## src/rtl/reg_wb_unit.sv

```systemverilog
// reg_wb_unit: write-back FIFO feeding the regfile write port, with pending-write lookup.
// Define WB_BYPASS_EN to build the forwarded-data mux; otherwise fwd_data1/2 read as 0.
module reg_wb_unit #(
  parameter int DATA_W = 8,
  parameter int ADDR_W = 3,
  parameter int DEPTH  = 2
) (
  input  logic              clk,
  input  logic              rst,
  input  logic              in_valid,
  output logic              in_ready,
  input  logic [ADDR_W-1:0] in_reg,
  input  logic [DATA_W-1:0] in_data,
  input  logic              wb_stall,
  output logic [ADDR_W-1:0] writeREG,
  output logic [DATA_W-1:0] writeDATA,
  output logic              writeCTRL,
  input  logic [ADDR_W-1:0] rd_addr1,
  input  logic [ADDR_W-1:0] rd_addr2,
  output logic              pend1,
  output logic              pend2,
  output logic [DATA_W-1:0] fwd_data1,
  output logic [DATA_W-1:0] fwd_data2,
  output logic              idle
);

  localparam int PTR_W = (DEPTH > 1) ? $clog2(DEPTH) : 1;
  localparam int CNT_W = $clog2(DEPTH) + 1;

  logic [ADDR_W-1:0] fifo_reg_q  [DEPTH];
  logic [DATA_W-1:0] fifo_data_q [DEPTH];
  logic [PTR_W-1:0]  head_q, head_d, tail_q, tail_d;
  logic [CNT_W-1:0]  count_q, count_d;
  logic [ADDR_W-1:0] wreg_q, wreg_d;
  logic [DATA_W-1:0] wdata_q, wdata_d;
  logic              wctrl_q, wctrl_d;
  logic              push, pop, full, empty;
  logic [PTR_W-1:0]  idx;
  logic              lk_pend1, lk_pend2;
`ifdef WB_BYPASS_EN
  logic [DATA_W-1:0] lk_data1, lk_data2;
`endif

  assign full     = (count_q == CNT_W'(DEPTH));
  assign empty    = (count_q == '0);
  assign in_ready = !full;
  // Push is blocked whenever full, even if a pop frees a slot on the same edge.
  assign push     = in_valid && !full;
  assign pop      = !empty && !wb_stall;

  always_comb begin
    head_d  = head_q;
    tail_d  = tail_q;
    count_d = count_q;
    wreg_d  = wreg_q;
    wdata_d = wdata_q;
    wctrl_d = pop;
    if (push) tail_d = tail_q + PTR_W'(1);
    if (pop) begin
      head_d  = head_q + PTR_W'(1);
      wreg_d  = fifo_reg_q[head_q];
      wdata_d = fifo_data_q[head_q];
    end
    case ({push, pop})
      2'b10:   count_d = count_q + CNT_W'(1);
      2'b01:   count_d = count_q - CNT_W'(1);
      default: count_d = count_q;
    endcase
  end

  always_ff @(posedge clk or posedge rst) begin
    if (rst) begin
      head_q  <= '0;
      tail_q  <= '0;
      count_q <= '0;
      wreg_q  <= '0;
      wdata_q <= '0;
      wctrl_q <= 1'b0;
    end else begin
      head_q  <= head_d;
      tail_q  <= tail_d;
      count_q <= count_d;
      wreg_q  <= wreg_d;
      wdata_q <= wdata_d;
      wctrl_q <= wctrl_d;
    end
  end

  always_ff @(posedge clk) begin
    if (push) begin
      fifo_reg_q[tail_q]  <= in_reg;
      fifo_data_q[tail_q] <= in_data;
    end
  end

  // Scan oldest to youngest so the last match (tail-most FIFO entry) wins.
  always_comb begin
    lk_pend1 = 1'b0;
    lk_pend2 = 1'b0;
    idx      = '0;
`ifdef WB_BYPASS_EN
    lk_data1 = '0;
    lk_data2 = '0;
`endif
    if (wctrl_q && (wreg_q == rd_addr1)) begin
      lk_pend1 = 1'b1;
`ifdef WB_BYPASS_EN
      lk_data1 = wdata_q;
`endif
    end
    if (wctrl_q && (wreg_q == rd_addr2)) begin
      lk_pend2 = 1'b1;
`ifdef WB_BYPASS_EN
      lk_data2 = wdata_q;
`endif
    end
    for (int i = 0; i < DEPTH; i++) begin
      idx = head_q + PTR_W'(i);
      if (CNT_W'(i) < count_q) begin
        if (fifo_reg_q[idx] == rd_addr1) begin
          lk_pend1 = 1'b1;
`ifdef WB_BYPASS_EN
          lk_data1 = fifo_data_q[idx];
`endif
        end
        if (fifo_reg_q[idx] == rd_addr2) begin
          lk_pend2 = 1'b1;
`ifdef WB_BYPASS_EN
          lk_data2 = fifo_data_q[idx];
`endif
        end
      end
    end
  end

  assign pend1     = lk_pend1;
  assign pend2     = lk_pend2;
`ifdef WB_BYPASS_EN
  assign fwd_data1 = lk_data1;
  assign fwd_data2 = lk_data2;
`else
  assign fwd_data1 = '0;
  assign fwd_data2 = '0;
`endif

  assign writeREG  = wreg_q;
  assign writeDATA = wdata_q;
  assign writeCTRL = wctrl_q;
  assign idle      = empty && !wctrl_q;

endmodule

```

## config.mk

```make
export PLATFORM = sky130hd
export DESIGN_NAME = reg_wb_unit
export DESIGN_NICKNAME = d
export VERILOG_FILES = /design/src/rtl/reg_wb_unit.sv
export SDC_FILE = /design/constraint.sdc
export NUM_CORES = 1
export LEC_CHECK = 0
export BUFFER_PORTS_ARGS = -buffer_cell sky130_fd_sc_hd__buf_2
export CAP_MARGIN = 30
export CORE_MARGIN = 3
export CORE_UTILIZATION = 40
export CTS_BUF_LIST = sky130_fd_sc_hd__clkbuf_16
export CTS_CLUSTER_DIAMETER = 100
export DETAILED_ROUTE_END_ITERATION = 8
export GPL_TIMING_DRIVEN = 0
export PLACE_DENSITY = 0.63
export SETUP_SLACK_MARGIN = 0.3
export SLEW_MARGIN = 20
export SYNTH_ARGS = -nofsm -noshare
export SYNTH_HDL_FRONTEND = slang
export SYNTH_SLANG_ARGS = --single-unit
```

## constraint.sdc

```tcl
create_clock -name clk -period 3.8 [get_ports clk]
set_clock_uncertainty 0.2 [all_clocks]
set_input_delay 0.57 -clock clk [delete_from_list [all_inputs] [get_ports clk]]
set_output_delay 0.57 -clock clk [all_outputs]
set_load 0.1 [all_outputs]
```

==> flow_summary_export.csv, run 1 <==
group,metric,value,unit
grt,grt_pass1_vias,1131,
synthesis,ys_warn_count,0,
synthesis,netlist_area,0.00182,sq mm
grt,grt_max_degree,17,
critical_path,path_class,"reg2out",
sta,hold_viol,0,
sta,slew_viol_final,0,
clocking,clock_latency,0.28,ns
die,core,0.00417,sq mm
synthesis,synth-seq-cells,38,
layout,syn2layout_area_growth,24.4,%
clocking,cts_buffer_depth,2,
layout,final_cell_mix,"buf_2, edfxtp_1, buf_4",
drt,dr.first_iter.drc_count,28,
sta,post-route-period-util,79.9,%
sta,relSlewSlack,59.5,%
layout,layout-drive-gt1-share,30.5,%
drt,drc,0,
layout,antennaDiodeCount,0,
sta,min_period,3.04,ns
sta,worst_slew_pin_slew,0.607,ns
grt,use_met1,13.4,%
clocking,cts.hold.buffers_added,0,
placed_design,dp_hpwl,2500,um
drt,viasPerCell,4.54,
clocking,cts-root-buf,"clkbuf_16",
synthesis,avgSynthCellArea,12.7,sq um
die,dieArea,0.00538,sq mm
critical_path,endpoint_kind,"primary output",
placed_design,gp_congestion,0.866,
sta,rsz0062_at_grt,"false",
clocking,cts_sinks,38,
drt,first_pass_iters,4,
drt,wire_per_inst,12.8,um
die,die_w,73.4,um
grt,use_met3,5.06,%
clocking,path_clk_slew,0.05,ns
drt,drtAntennaViolNets,0,
layout,layout_commonest_cell,"buf_2",
synthesis,netlist_instances,143,
critical_path,cp.arrival,2.27,ns
sta,final-setup-viol-count,0,
grt,track_usage,12.6,%
sta,setup_tns,0,ns
die,row_count,23,
outcome,status,"finished clean",
sta,fmax,329,MHz
grt,grt_pass1_wl,5040,um
grt,antenna_found_initial,0,
flow_run,drv_cap,0,
grt,grt.overflow.total,0,
drt,wirelength,3250,um
critical_path,critPathMaxFanout,10,
clocking,cts_setup_buffers,0,
placed_design,dp_slack,1.07,ns
layout,nets,227,
die,die_y,73.4,um
clocking,cts_tree,"yes",
drt,vias,1148,
grt,grt-busiest-layer,"met2",
synthesis,ys_types,24,
synthesis,seq_area_frac_synth,58.4,%
clocking,htree_levels,2,
sta,setup_slack,0.763,ns
sta,holdWs,0.159,ns
clocking,numCtsBuffers,5,
critical_path,crit_path_start_kind,"flip-flop",
critical_path,required,3.03,ns
layout,fillCellCount,358,
placed_design,numPortBuffers,36,
grt,met2_usage,22.3,%
die,ios,53,
clocking,cts_resized,0,
die,initial_core_util,43.5,%
worst_hold_path,hold_class,"in2async",
[cell type report]
| type | instances | area (sq um) | share of cell area, % |
|---|---|---|---|
| buffer | 21 | 148 | 6.54 |
| timing repair buffer | 37 | 188 | 8.31 |
| multi-input combinational | 94 | 644 | 28.5 |
| inverter | 5 | 18.8 | 0.831 |
| clock inverter | 3 | 11.3 | 0.499 |
| clock buffer | 5 | 125 | 5.54 |
| tap | 50 | 62.6 | 2.77 |
| sequential | 38 | 1060 | 47.0 |
[per-stage QoR]
step	cell area, sq um	utilization [%]	cells
after floorplan	1870	-	158
after global placement	2110	50.7	244
after detailed placement	2110	50.7	244
after CTS	2250	53.9	252
after global routing	2260	54.1	253
final	2260	54.1	253
[routing by layer]
metal / up-vias / part of all wire [%]
li1: 572 / -
met1: 520 / 37
met2: 46 / 51
met3: 10 / 9.4
met4: 0 / 2.1
met5: - / 0
[worst paths after layout]
kind	start	slack, ns	end	depth (start not counted)
max	head_q	0.76	pend2	7
min	rst	0.16	tail_q	2
max reg2reg	count_q[1]	1.38	count_q[1]	8
min reg2reg	writeDATA[1]	0.28	writeDATA[1]	2
max in group asynchronous	rst	2.85	writeREG[0]	2
min in group clk	writeDATA[1]	0.28	writeDATA[1]	2
[registers in the layout, indices dropped and copies added, names as in the netlist]
signal and flops:
count_q 2, fifo_data_q 16, fifo_reg_q 6, head_q 1, tail_q 1, writeCTRL 1, writeDATA 8, writeREG 3
[worst max-delay path, cell delays in order, from the launching register on]
cell and delay [ns]:
dfrtp_1 0.33, buf_6 0.14, buf_2 0.31, mux2i_1 0.35, xor2_1 0.22, nand4_1 0.11
nand3_1 0.10, buf_2 0.43
[cell usage after synthesis]
cell type,number,area (sq um)
nand3_1,2,10.0
o21ai_0,10,50.1
mux2i_2,1,13.8
clkbuf_1,3,11.3
mux2i_1,12,120
buf_4,16,120
xor2_1,6,52.6
mux2i_4,1,22.5
and3_1,1,6.26
or4_1,2,15.0
ha_1,4,50.1
nand4_1,4,25.0
nor2_1,2,7.51
or2_1,1,6.26
edfxtp_1,22,661
nor2b_1,1,6.26
buf_2,1,5.00
buf_6,1,11.3
xnor2_1,16,140
nand2_1,13,48.8
dfrtp_1,16,400
o21ai_1,2,10.0
inv_1,5,18.8
conb_1,1,3.75
[logic make-up after synthesis]
logic type	Yosys count	share of synthesized area [%]
DFF	38	58.4
and+or+nand+nor	26	6.89
buffers and inverters	26	9.17
xor gates and xnor gates	22	10.6
muxes	14	8.61
AOI/OAI and AO/OA	12	3.31
adders and majority gates	4	2.76
other	1	0.207
Power of run 1 is left out: the tool's default activity adds up to more than one toggle a clock period on the data nets, which glitch-free logic cannot reach.
==> inputs of run 2 (changes only) <==
clock period = 2.95 ns   (was 3.8 ns; I/O delays follow)
==> run 2 against run 1 <==
Die area stayed put. Cell area is 3.3% higher. Non-clock buffer count is 1 higher. Largest cell class unchanged. Critical endpoint unchanged. Critical path depth is 1 lower. Register-to-register slack worse by 0.81 ns. Critical path type unchanged.
==> flow_summary_export.csv, run 2 (synthesis gave the netlist of run 1 again) <==
group,metric,value,unit
drt,wire_per_inst,12.8,um
critical_path,r2r_cells,8,
layout,nets,228,
layout,layout-drive-gt1-share,33.8,%
drt,first_pass_iters,4,
critical_path,worst-r2r-setup-slack,0.57,ns
sta,min_period,2.59,ns
clocking,numCtsBuffers,5,
die,die_w,73.4,um
layout,syn2layout_area_growth,28.5,%
outcome,status,"finished clean",
critical_path,r2r-end,"count_q[1]",
layout,largest_register_ffs,16,
drt,wirelength,3260,um
critical_path,crit_path_start_kind,"flip-flop",
sta,final-setup-viol-count,0,
critical_path,critPathSlowestCell,"or4_1",
drt,vias,1145,
die,die_y,73.4,um
critical_path,crit_family,"simple AND/OR/NAND/NOR gates",
grt,track_usage,12.7,%
sta,slew_viol_final,0,
sta,rsz0062_at_grt,"false",
sta,hold_viol,0,
drt,viasPerCell,4.51,
critical_path,critical-path-max-stage-delay,0.52,ns
die,dieArea,0.00538,sq mm
drt,drtAntennaViolNets,0,
clocking,cts-root-buf,"clkbuf_16",
flow_run,drv_cap,0,
grt,grt_max_degree,17,
critical_path,required,2.31,ns
clocking,htree_levels,2,
critical_path,timing.rr.start,"count_q[0]",
critical_path,endpoint_kind,"primary output",
layout,final_cell_mix,"buf_2, edfxtp_1, buf_4",
sta,setup_tns,0,ns
sta,relSlewSlack,60.5,%
die,ios,53,
clocking,clock_latency,0.28,ns
placed_design,numPortBuffers,36,
die,core,0.00417,sq mm
layout,layout_commonest_cell,"buf_2",
die,row_count,23,
placed_design,dp_hpwl,2470,um
sta,fmax,386,MHz
clocking,path_clk_slew,0.05,ns
clocking,cts_sinks,38,
clocking,cts_tree,"yes",
worst_hold_path,hold_class,"in2async",
grt,antenna_found_initial,0,
critical_path,crit_buf_inv,2,
layout,top_register,"fifo_data_q",
grt,grt_pass1_wl,5110,um
grt,grt_pass1_vias,1117,
drt,dr.first_iter.drc_count,29,
clocking,cts_buffer_depth,2,
critical_path,path_cells,"buf_6 -> mux2i_4 -> xnor2_1 -> or4_1 -> nand3_2 -> buf_12",
critical_path,critPathMaxFanout,6,
drt,drc,0,
critical_path,path_class,"reg2out",
sta,post-route-period-util,87.8,%
critical_path,cp.arrival,1.95,ns
die,initial_core_util,43.5,%
grt,grt.overflow.total,0,
layout,fillCellCount,362,
placed_design,gp_congestion,0.782,
sta,worst_slew_pin_slew,0.592,ns
layout,antennaDiodeCount,0,
run 2: cell types whose count changed in the layout (fill, tap and decap cells not counted), sizes merged:
cell | previous run | this run
clkinv | 1 | 2
inv | 7 | 6
buf | 55 | 56
run 2: through the flow:
| stage | setup WS [ns] | area [sq um] | util (%) | hold slack, ns | instances |
|---|---|---|---|---|---|
| after floorplan | 0.374 | 1880 | - | 0.156 | 158 |
| after global placement | 0.390 | 2130 | 51.0 | 0.265 | 244 |
| after detailed placement | 0.351 | 2130 | 51.0 | 0.275 | 244 |
| after CTS | 0.286 | 2280 | 54.7 | 0.0444 | 252 |
| after global routing | 0.287 | 2330 | 55.9 | 0.0840 | 254 |
| final | 0.360 | 2330 | 55.9 | 0.0234 | 254 |
run 2: layout make-up:
| cell class | instances | area (sq um) | area share (%) |
|---|---|---|---|
| plain buffers | 21 | 150 | 6.44 |
| clock buffers | 5 | 125 | 5.36 |
| clock inverters | 3 | 12.5 | 0.536 |
| inverters | 5 | 18.8 | 0.805 |
| multi-input cells | 94 | 682 | 29.2 |
| flip-flops and latches | 38 | 1060 | 45.5 |
| well taps | 50 | 62.6 | 2.68 |
| repair buffers | 38 | 220 | 9.44 |
run 2: timing repair:
item,4_1_cts,5_1_grt
buffers inserted,0,1
setup endpoints to repair,2,2
hold buffers,0,0
gates cloned,0,0
gates resized for setup,6,6
run 2: worst max-delay path by stage:
stage / start / to / slack (ns) / cells after the start
2_1_floorplan: count_q[0] / fifo_data_q[0][0] / 0.37 / 5
3_3_place_gp: head_q / pend1 / 0.39 / 7
3_5_place_dp: head_q / pend1 / 0.35 / 7
4_1_cts: head_q / pend1 / 0.29 / 6
5_1_grt: head_q / pend2 / 0.29 / 6
6_report: head_q / pend2 / 0.36 / 6
run 2: worst reg2reg max path: stages (launching register included):
cell and delay [ns]:
dfrtp_1 0.40, inv_1 0.09, ha_1 0.23, or2_1 0.12, clkbuf_1 0.20, clkbuf_1 0.39, inv_1 0.13, ha_1 0.34
o21ai_0 0.20
run 2: layer usage:
layer	vias to the layer above	share of wire (%)	global-route usage, %
li1	574	-	-
met1	521	39	13.9
met2	44	51	22.4
met3	6	8.7	4.65
met4	0	1.5	4.83
met5	-	0	0
Power of run 2 is left out for the same reason.
